[config.mk]
export PLATFORM = sky130hd
export DESIGN_NAME = pll_spi_config
export DESIGN_NICKNAME = d
export VERILOG_FILES = /design/src/rtl/pll_spi_config_pkg.sv /design/src/rtl/pll_spi_config_spi_shift32.sv /design/src/rtl/pll_spi_config.sv
export SDC_FILE = /design/constraint.sdc
export NUM_CORES = 1
export LEC_CHECK = 0
export CAP_MARGIN = 10
export CORE_ASPECT_RATIO = 1.5
export CORE_MARGIN = 2
export CORE_UTILIZATION = 55
export DETAILED_ROUTE_END_ITERATION = 16
export PLACE_DENSITY = 0.81
export SYNTH_ARGS = -nofsm -noshare
export SYNTH_HDL_FRONTEND = slang
export SYNTH_SLANG_ARGS = --single-unit
[constraint.sdc]
create_clock -name sysclk -period 4 [get_ports sysclk]
set_input_delay 0.4 -clock sysclk [delete_from_list [all_inputs] [get_ports sysclk]]
set_output_delay 0.4 -clock sysclk [all_outputs]
set_load 0.005 [all_outputs]
[src/rtl/pll_spi_config_pkg.sv]
// pll_spi_config_pkg
// Definitions shared by the CDCE62002 programming block. This package takes
// the place of the cdce62002_defs.vh header and holds:
//   - register address nibbles: REG0_ADDR, REG1_ADDR, READ_CMD_ADDR
//   - frame sizing: FRAME_BITS (shift length), GAP_CYCLES (cs-high gap)
//   - the state encoding (pll_state_e) and the frame slot indices
//   - helpers that build the read command and select the word for each frame
package pll_spi_config_pkg;

  localparam logic [3:0] REG0_ADDR     = 4'h0;
  localparam logic [3:0] REG1_ADDR     = 4'h1;
  localparam logic [3:0] READ_CMD_ADDR = 4'hE;

  localparam int FRAME_BITS = 32;
  localparam int GAP_CYCLES = 4;

  typedef enum logic [2:0] {
    ST_IDLE  = 3'd0,
    ST_SETUP = 3'd1,
    ST_SHIFT = 3'd2,
    ST_HOLD  = 3'd3,
    ST_GAP   = 3'd4,
    ST_CHECK = 3'd5,
    ST_DONE  = 3'd6,
    ST_ERROR = 3'd7
  } pll_state_e;

  // Fixed frame order. A write-only sequence stops after FR_W1.
  localparam logic [2:0] FR_W0     = 3'd0;
  localparam logic [2:0] FR_W1     = 3'd1;
  localparam logic [2:0] FR_R0CMD  = 3'd2;
  localparam logic [2:0] FR_R0DATA = 3'd3;
  localparam logic [2:0] FR_R1CMD  = 3'd4;
  localparam logic [2:0] FR_R1DATA = 3'd5;

  function automatic logic [31:0] read_cmd(input logic [1:0] regnum);
    return {26'b0, regnum, READ_CMD_ADDR};
  endfunction

  // Readback data frames shift out zeros while the PLL drives miso.
  function automatic logic [31:0] frame_word(input logic [2:0]  idx,
                                             input logic [31:0] r0,
                                             input logic [31:0] r1);
    logic [31:0] w;
    w = 32'h0;
    case (idx)
      FR_W0:    w = r0;
      FR_W1:    w = r1;
      FR_R0CMD: w = read_cmd(2'd0);
      FR_R1CMD: w = read_cmd(2'd1);
      default:  w = 32'h0;
    endcase
    return w;
  endfunction

endpackage

[src/rtl/pll_spi_config_spi_shift32.sv]
// spi_shift32
// 32-bit LSB-first shifter with SCLK phase generator, bit counter and a
// miso capture register. The sequencer in pll_spi_config decides when to
// load and when to run; this block only walks the bits of one frame.
// Ports:
//   sysclk, reset_INV     clock, async active-low reset
//   load, load_word       load a new frame word, clear phase/counter/capture
//   run                   advance one SCLK phase per cycle
//   miso                  sampled as phase 1 is left (the SCLK rising edge at the pin)
//   phase                 0 = SCLK low half, 1 = SCLK high half
//   mosi_bit              current outgoing bit
//   shift_done            last cycle of bit 31
//   capture               miso bits, first received bit in [0]
module spi_shift32
  import pll_spi_config_pkg::*;
(
  input  logic        sysclk,
  input  logic        reset_INV,
  input  logic        load,
  input  logic [31:0] load_word,
  input  logic        run,
  input  logic        miso,
  output logic        phase,
  output logic        mosi_bit,
  output logic        shift_done,
  output logic [31:0] capture
);

  localparam logic [4:0] LAST_BIT = 5'(FRAME_BITS - 1);

  logic [31:0] shreg;
  logic [4:0]  bit_cnt;

  assign mosi_bit   = shreg[0];
  assign shift_done = run && phase && (bit_cnt == LAST_BIT);

  always_ff @(posedge sysclk or negedge reset_INV) begin
    if (!reset_INV) begin
      shreg   <= 32'h0;
      capture <= 32'h0;
      bit_cnt <= 5'd0;
      phase   <= 1'b0;
    end else if (load) begin
      shreg   <= load_word;
      capture <= 32'h0;
      bit_cnt <= 5'd0;
      phase   <= 1'b0;
    end else if (run) begin
      if (!phase) begin
        phase <= 1'b1;
      end else begin
        phase   <= 1'b0;
        shreg   <= {1'b0, shreg[31:1]};
        capture <= {miso, capture[31:1]};
        // Holds at 31 after the final bit instead of wrapping.
        if (bit_cnt != LAST_BIT) begin
          bit_cnt <= bit_cnt + 5'd1;
        end
      end
    end
  end

endmodule

[src/rtl/pll_spi_config.sv]
// pll_spi_config
// Programs the CDCE62002 PLL over its SPI-like port: writes register 0 and 1
// and optionally reads both back and compares bits [31:4].
// Handshake: start is a one-cycle request, accepted only in IDLE, DONE or
// ERROR (verify_en is captured with it); busy/done/error are levels, and
// done/error stay until the next accepted start.
// All pins and status flags are registered copies of the state, so they
// follow the state register by one cycle and never glitch.
// Ports:
//   sysclk, reset_INV               clock, async active-low reset
//   start, verify_en                request, readback enable
//   reg0_word, reg1_word            register images (stable while busy)
//   busy, done, error               status
//   pll_spi_clk/mosi/cs_INV, miso   PLL serial port
//   dbg_state                       current sequencer state
module pll_spi_config
  import pll_spi_config_pkg::*;
(
  input  logic        sysclk,
  input  logic        reset_INV,
  input  logic        start,
  input  logic        verify_en,
  input  logic [31:0] reg0_word,
  input  logic [31:0] reg1_word,
  output logic        busy,
  output logic        done,
  output logic        error,
  output logic        pll_spi_clk,
  output logic        pll_spi_mosi,
  output logic        pll_spi_cs_INV,
  input  logic        pll_spi_miso,
  output pll_state_e  dbg_state
);

  localparam logic [1:0] GAP_LAST = 2'(GAP_CYCLES - 1);

  pll_state_e  state, next_state;
  logic [2:0]  frame_idx, next_frame;
  logic [1:0]  gap_cnt;
  logic        verify_q, next_verify;
  logic        load;
  logic [31:0] load_word;
  logic        phase, mosi_bit, shift_done;
  logic [31:0] capture;
  logic [2:0]  last_frame;
  logic        is_data_frame;
  logic        mismatch;
  logic        cs_active;

  spi_shift32 u_shift (
    .sysclk     (sysclk),
    .reset_INV  (reset_INV),
    .load       (load),
    .load_word  (load_word),
    .run        (state == ST_SHIFT),
    .miso       (pll_spi_miso),
    .phase      (phase),
    .mosi_bit   (mosi_bit),
    .shift_done (shift_done),
    .capture    (capture)
  );

  assign last_frame    = verify_q ? FR_R1DATA : FR_W1;
  assign is_data_frame = (frame_idx == FR_R0DATA) || (frame_idx == FR_R1DATA);
  // Address nibble is excluded: the device may report it differently.
  assign mismatch = (frame_idx == FR_R0DATA) ? (capture[31:4] != reg0_word[31:4])
                                             : (capture[31:4] != reg1_word[31:4]);
  assign cs_active = (state == ST_SETUP) || (state == ST_SHIFT) || (state == ST_HOLD);
  assign load_word = frame_word(next_frame, reg0_word, reg1_word);
  assign dbg_state = state;

  always_comb begin
    next_state  = state;
    next_frame  = frame_idx;
    next_verify = verify_q;
    load        = 1'b0;
    case (state)
      ST_IDLE, ST_DONE, ST_ERROR: begin
        if (start) begin
          next_state  = ST_SETUP;
          next_frame  = FR_W0;
          next_verify = verify_en;
          load        = 1'b1;
        end
      end
      ST_SETUP: next_state = ST_SHIFT;
      ST_SHIFT: if (shift_done) next_state = ST_HOLD;
      ST_HOLD:  next_state = ST_GAP;
      ST_GAP: begin
        if (gap_cnt == GAP_LAST) begin
          if (is_data_frame) begin
            next_state = ST_CHECK;
          end else if (frame_idx == last_frame) begin
            next_state = ST_DONE;
          end else begin
            next_state = ST_SETUP;
            next_frame = frame_idx + 3'd1;
            load       = 1'b1;
          end
        end
      end
      ST_CHECK: begin
        if (mismatch) begin
          next_state = ST_ERROR;
        end else if (frame_idx == last_frame) begin
          next_state = ST_DONE;
        end else begin
          next_state = ST_SETUP;
          next_frame = frame_idx + 3'd1;
          load       = 1'b1;
        end
      end
      default: next_state = ST_IDLE;
    endcase
  end

  always_ff @(posedge sysclk or negedge reset_INV) begin
    if (!reset_INV) begin
      state     <= ST_IDLE;
      frame_idx <= 3'd0;
      gap_cnt   <= 2'd0;
      verify_q  <= 1'b0;
    end else begin
      state     <= next_state;
      frame_idx <= next_frame;
      verify_q  <= next_verify;
      gap_cnt   <= (state == ST_GAP && next_state == ST_GAP) ? gap_cnt + 2'd1 : 2'd0;
    end
  end

  // Registered pins: cs rises and clk falls asynchronously on reset.
  always_ff @(posedge sysclk or negedge reset_INV) begin
    if (!reset_INV) begin
      pll_spi_cs_INV <= 1'b1;
      pll_spi_clk    <= 1'b0;
      pll_spi_mosi   <= 1'b0;
      busy           <= 1'b0;
      done           <= 1'b0;
      error          <= 1'b0;
    end else begin
      pll_spi_cs_INV <= !cs_active;
      pll_spi_clk    <= (state == ST_SHIFT) && phase;
      pll_spi_mosi   <= cs_active ? mosi_bit : 1'b0;
      busy           <= !((state == ST_IDLE) || (state == ST_DONE) || (state == ST_ERROR));
      done           <= (state == ST_DONE);
      error          <= (state == ST_ERROR);
    end
  end

endmodule

### Yosys cells after proc, flatten, opt, wreduce, memory -nomap -nowiden

Index checks and enable logic that the tools add are counted.

* add/sub/neg operators: 3
* equal/unequal tests: 19
* mux-type cells: 37
* reductions and logical operators: 19

Operator list (number)
* $mux W32: 6
* $pmux W32 S4: 1
* $ne A28 B28 Y1: 2
* $mux W3: 12
* $eq A3 B3 Y1 const B: 7
* $mux W5: 4
* $pmux W3 S6: 1
* $eq A3 B2 Y1 const B: 4
* $mux W1: 10
* $pmux W3 S3: 1
* $eq A3 B1 Y1 const B: 2
* $logic_not A3 Y1: 2
* $reduce_bool A2 Y1: 3
* $add A5 B1 Y5 const B: 1
* $eq A5 B5 Y1 const B: 1
* $logic_or A1 B1 Y1: 5
* $ne A5 B5 Y1 const B: 1
* $reduce_and A2 Y1: 2
* $add A3 B1 Y3 const B: 1
* $eq A3 B3 Y1: 1
* $logic_and A1 B1 Y1: 3
* $pmux W1 S3: 1
* $reduce_and A3 Y1: 1
* $reduce_or A3 Y1: 1
* 4 further kinds: 5

* register bits: 85
* input port bits: 69
* output and inout bits: 9
* logic and storage cells: 92

### Longest topological paths before layout

Gate-level depths: netlist (run 1).

* depth in word-level cells: 9
* depth in mapped cells: 14
* mapped depth without buffers: 11

### Hierarchy

A second synthesis (run 1) with hierarchy kept.

* cell total of the unflattened synthesis: 541
* area total of the unflattened synthesis: 5109.9 um^2

By module, submodules not included
* spi_shift32: instances 1, cells each 307, area an instance 3071.7 um^2, seq. area each 1751.7 um^2
* pll_spi_config: instances 1, cells each 234, area an instance 2038.2 um^2, seq. area each 376.6 um^2

### Least setup slack after synthesis (run 1)

No wires, ideal clock.

* path type: reg-to-reg
* from: register frame_idx[0]
* to: register u_shift.shreg[28]
* setup time: 121 ps
* data arrival time: 3176 ps
* required time: 3879 ps
* path slack: 703 ps
* stages on the path, launching flop included: 14
* path buffers: 3
* period minus slack after synthesis: 3297 ps
* path through: dfrtp_1 > ha_1 > ha_1 > buf_6 > buf_2 > mux2i_1 > xor2_1 > nand4_1 > nor4_2 > a211oi_1 > a21oi_4 > buf_6 > mux2_4 > o221a_4

* longest elaborated chain between the ends: 8
* elaborated cells on any way between the ends: 26
* those cells by class: add/sub: 1; eq/ne: 6; mux: 14; reduce/logical: 5

Ends and longest elaborated chain
* start: declaration: line pll_spi_config.sv:38 `logic [2:0] frame_idx, next_frame;`
* start signal: assignment: line pll_spi_config.sv:125 `frame_idx <= next_frame;`
* $add A3 B1 Y3 (tied with other cells): line pll_spi_config.sv:97, pll_spi_config.sv:109
* $mux W3 / $logic_or A1 B1 Y1 (equally long branches): line pll_spi_config.sv:93, pll_spi_config.sv:105, pll_spi_config.sv:64
* $mux W3: line pll_spi_config.sv:91 `if (is_data_frame) begin`
* $mux W3: line pll_spi_config.sv:90 `if (gap_cnt == GAP_LAST) begin`
* $pmux W3 S3: line pll_spi_config.sv:77 `case (state)`
* $eq A3 B3 Y1 (tied with other cells): line pll_spi_config_pkg.sv:46 `case (idx)`
* $pmux W32 S4: line pll_spi_config_pkg.sv:46
* $mux W32: line pll_spi_config_spi_shift32.sv:43 `end else if (load) begin`
* end signal: assignment: line pll_spi_config_spi_shift32.sv:44 `shreg <= load_word;`
* end signal: assignment: line pll_spi_config_spi_shift32.sv:53 `shreg <= {1'b0, shreg[31:1]};`
* end: declaration: line pll_spi_config_spi_shift32.sv:31 `logic [31:0] shreg;`

Several ways; a longest one is shown, not always the timed one.
A chain may end at the register's enable or synchronous reset.

### Final worst setup path (run 1)

* from: register frame_idx[0]
* to: register u_shift.shreg[6]

Same word-level chain as after synthesis.

==> impl_metrics.yaml, run 1 <==
pwr:
  powerDensity_nw_per_um2: 299
  vdd_drop_max_mv: 0.234
  totalPowerFinal_mw: 1.92
  leakage_nw: 3.11
synth:
  syn_avg_cell_area_um2: 9.86
  synthArstFlopShare: 1.00
  ys_ff_latch: 81
  netlist_area_um2: 5260
  synth_fp_nets: 610
  synth_edf_count: 0
  synth_warnings: 0
  ys_seq_area_frac: 0.385
  ys.flop_type: "dfrtp_1"
  synth_cells: 534
  synthDistinctLibCells: 54
die:
  die_w_um: 83.9
  dieArea_um2: 10400
  die_y_um: 124
  ios: 78
  start_util: 0.569
  coreArea_um2: 9250
  num_rows: 43
run_status:
  status: "finished, final reports clean"
drt:
  wl_per_cell_um: 18.9
  drc: 0
  top_layer_used: "met4"
  dr_wl_met3_um: 585
  ant_nets: 0
  initialDrtViolationCount: 291
  wl_met2_um: 7230
  drt_wl_total_um: 13600
  met1Wirelength_um: 5520
  vias: 4314
  drt_pre_antenna_iters: 7
  viasPerCell: 6.02
cells_and_area:
  nNetsFinal: 676
  fill_cells: 710
  antenna_cells: 0
  area_growth_syn_to_layout_pct: 22.0
  stdcell_area_um2: 6420
  final_util: 0.694
  layout-drive-gt1-share: 0.155
setup_path:
  cp_num_cells: 12
  cp_top_family: "simple AND/OR/NAND/NOR gates"
  end_kind: "register"
  worstPathRequired_ps: 4220
  slowest_delay_ps: 560
  cp_slowest_cell: "or4_4"
  cp-start-kind: "register"
  path_class: "reg2reg"
  rr_worst_depth: 12
  critPathArrivalTime_ps: 3830
  critPathMaxFanout: 14
  path_buf_inv: 2
  worstPathCellList: "ha_1 > ha_1 > buf_4 > mux2i_1 > xnor2_1 > or4_4 > nor4_2 > a211oi_1 > a21oi_4 > buf_4 > mux2_2 > o221a_2"
placement:
  portBuffers: 77
  routabilityCongestion: 0.939
  dpl.hpwl_um: 9310
  placed_cell_area_um2: 6100
clocking:
  cts_buffers: 9
  cts_resized: 0
  ctsHoldBuffers: 0
  cts_setup_buffers: 0
  cts_tree: "yes"
  clkLatencyLatePin_ps: 340
  clock-sinks: 81
  cts.path.max_buffers: 2
  clk_pin_slew_ps: 60
  htreeDepth: 3
  cts_root_buffer: "clkbuf_16"
sta:
  slew_headroom: 0.301
  finalSetupTns_ps: 0
  slew_violations: 0
  finalCritPeriodShare: 0.902
  finalClockSkew_ps: 6.50
  hold_slack_ps: 224
  tightestPinTransition_ps: 1050
  hold_violations: 0
  rsz0062_at_grt: "false"
  max_clock_freq_ghz: 0.277
  setup_viol: 0
  post-route-min-period_ps: 3610
global_routing:
  track_usage: 0.264
  grt_pass1_vias: 4324
  overflow: 0
  antenna_found_initial: 0
  grt_max_degree: 82
  grt_pass1_wl_um: 21700
min_path:
  hold_class: "in2async"
flow_run:
  maxCapViolations: 0
-- cell type report --
class	instances	area, um2	share of cell area
multi-input cells	402	2970	0.463
well taps	112	140	0.0218
inverters	14	52.6	0.00818
flip-flops and latches	81	2030	0.316
repair buffers	92	906	0.141
clock inverters	3	65.1	0.0101
clock buffers	13	260	0.0405
-- kinds of logic after synthesis --
logic type,Yosys count,share of synthesized area
XOR/XNOR,34,0.0566
adder cells (fa/ha/maj),7,0.0166
AND/OR/NAND/NOR,182,0.155
AO/OA/AOI/OAI,121,0.201
multiplexers,58,0.133
flip-flops,81,0.385
buffers and inverters,51,0.0513
-- per-stage QoR --
stage | worst slack (ps) | std cells
floorplan | 703 | 534
global placement | 544 | 701
detailed placement | 425 | 701
CTS | 409 | 717
global route | 210 | 717
finish | 391 | 717
-- layer usage --
layer / GRT usage / up-vias
met4: 0.113 / 0
met3: 0.0338 / 19
met2: 0.475 / 126
met5: 0 / -
met1: 0.319 / 2157
li1: - / 2012
-- worst reg2reg max path, cell delays in order, from the launching register on --
cell	delay, ps
dfrtp_1	390
ha_1	230
ha_1	190
buf_4	240
mux2i_1	270
xnor2_1	110
or4_4	560
nor4_2	280
a211oi_1	160
a21oi_4	180
buf_4	290
mux2_2	370
o221a_2	230
-- sequential cells by signal, summed over array words and instances (netlist names) --
name,cells
pll_spi_mosi,1
error,1
u_shift.phase,1
pll_spi_clk,1
u_shift.capture,28
u_shift.bit_cnt,5
verify_q,1
done,1
busy,1
frame_idx,3
pll_spi_cs_INV,1
u_shift.shreg,32
dbg_state,3
gap_cnt,2
-- cell usage after synthesis, drive strengths merged, types with 2 or more instances --
master	count	share of area
dfrtp	80	0.38
nand2	77	0.055
nor2	70	0.050
a21oi	39	0.039
mux2i	30	0.057
a21o	29	0.041
mux2	28	0.076
xor2	28	0.047
o221a	27	0.078
buf	22	0.031
clkbuf	15	0.011
inv	14	0.010
nand4	8	0.0095
ha	7	0.017
nor2b	6	0.0071
xnor2	6	0.010
a31oi	4	0.0048
and3	4	0.0048
nand3	4	0.0048
nor4	4	0.012
o21ai	4	0.0038
o221ai	4	0.0067
nand2b	3	0.0036
a2111o	2	0.0043
o22ai	2	0.0024
-- power by group --
group	switching (mW)	internal (mW)	leakage, nW
logic	0.0771	0.0989	1.90
clock network	0.322	0.580	0.160
registers	0.0109	0.831	1.05
-- cell usage in the layout, fill, tap and decap left out, types with 7 or more instances in the layout --
| cell | n |
|---|---|
| o221a_2 | 12 |
| dfrtp_1 | 80 |
| mux2i_1 | 30 |
| nor2_1 | 70 |
| clkbuf_16 | 9 |
| inv_1 | 13 |
| nand4_1 | 8 |
| mux2_4 | 23 |
| nand2_1 | 77 |
| o221a_4 | 12 |
| a21oi_1 | 38 |
| ha_1 | 7 |
| xor2_1 | 28 |
| buf_4 | 14 |
| a21o_1 | 28 |
| clkdlybuf4s50_1 | 76 |
-- path summary, 6_finish.rpt --
kind / from / slack, ps / end
setup / recovery: frame_idx[0]$_DFF_PN0_ / 390 / u_shift.shreg[6]$_DFFE_PN0P_
hold / removal: reset_INV / 220 / pll_spi_clk$_DFF_PN0_
setup reg to reg: frame_idx[0]$_DFF_PN0_ / 390 / u_shift.shreg[6]$_DFFE_PN0P_
hold reg to reg: gap_cnt[0]$_DFF_PN0_ / 450 / gap_cnt[0]$_DFF_PN0_
max in group asynchronous: reset_INV / 3080 / u_shift.shreg[16]$_DFFE_PN0P_
min in group sysclk: gap_cnt[0]$_DFF_PN0_ / 450 / gap_cnt[0]$_DFF_PN0_
Note: power is estimated with default switching activity, not from simulation.
==> inputs of run 2 (changes only) <==
--- a/config.mk
+++ b/config.mk
@@ -14,3 +14,4 @@
 export SYNTH_ARGS = -nofsm -noshare
 export SYNTH_HDL_FRONTEND = slang
 export SYNTH_SLANG_ARGS = --single-unit
+export TNS_END_PERCENT = 1
==> results of run 2 <==
The final DEF is identical to that of run 1; final timing and power are the same.
==> inputs of run 3 (changes only) <==
--- a/config.mk
+++ b/config.mk
@@ -5,6 +5,7 @@
 export SDC_FILE = /design/constraint.sdc
 export NUM_CORES = 1
 export LEC_CHECK = 0
+export ABC_CLOCK_PERIOD_IN_PS = 4000
 export CAP_MARGIN = 10
 export CORE_ASPECT_RATIO = 1.5
 export CORE_MARGIN = 2
==> results of run 3 <==
The final DEF is identical to that of run 1; final timing and power are the same.
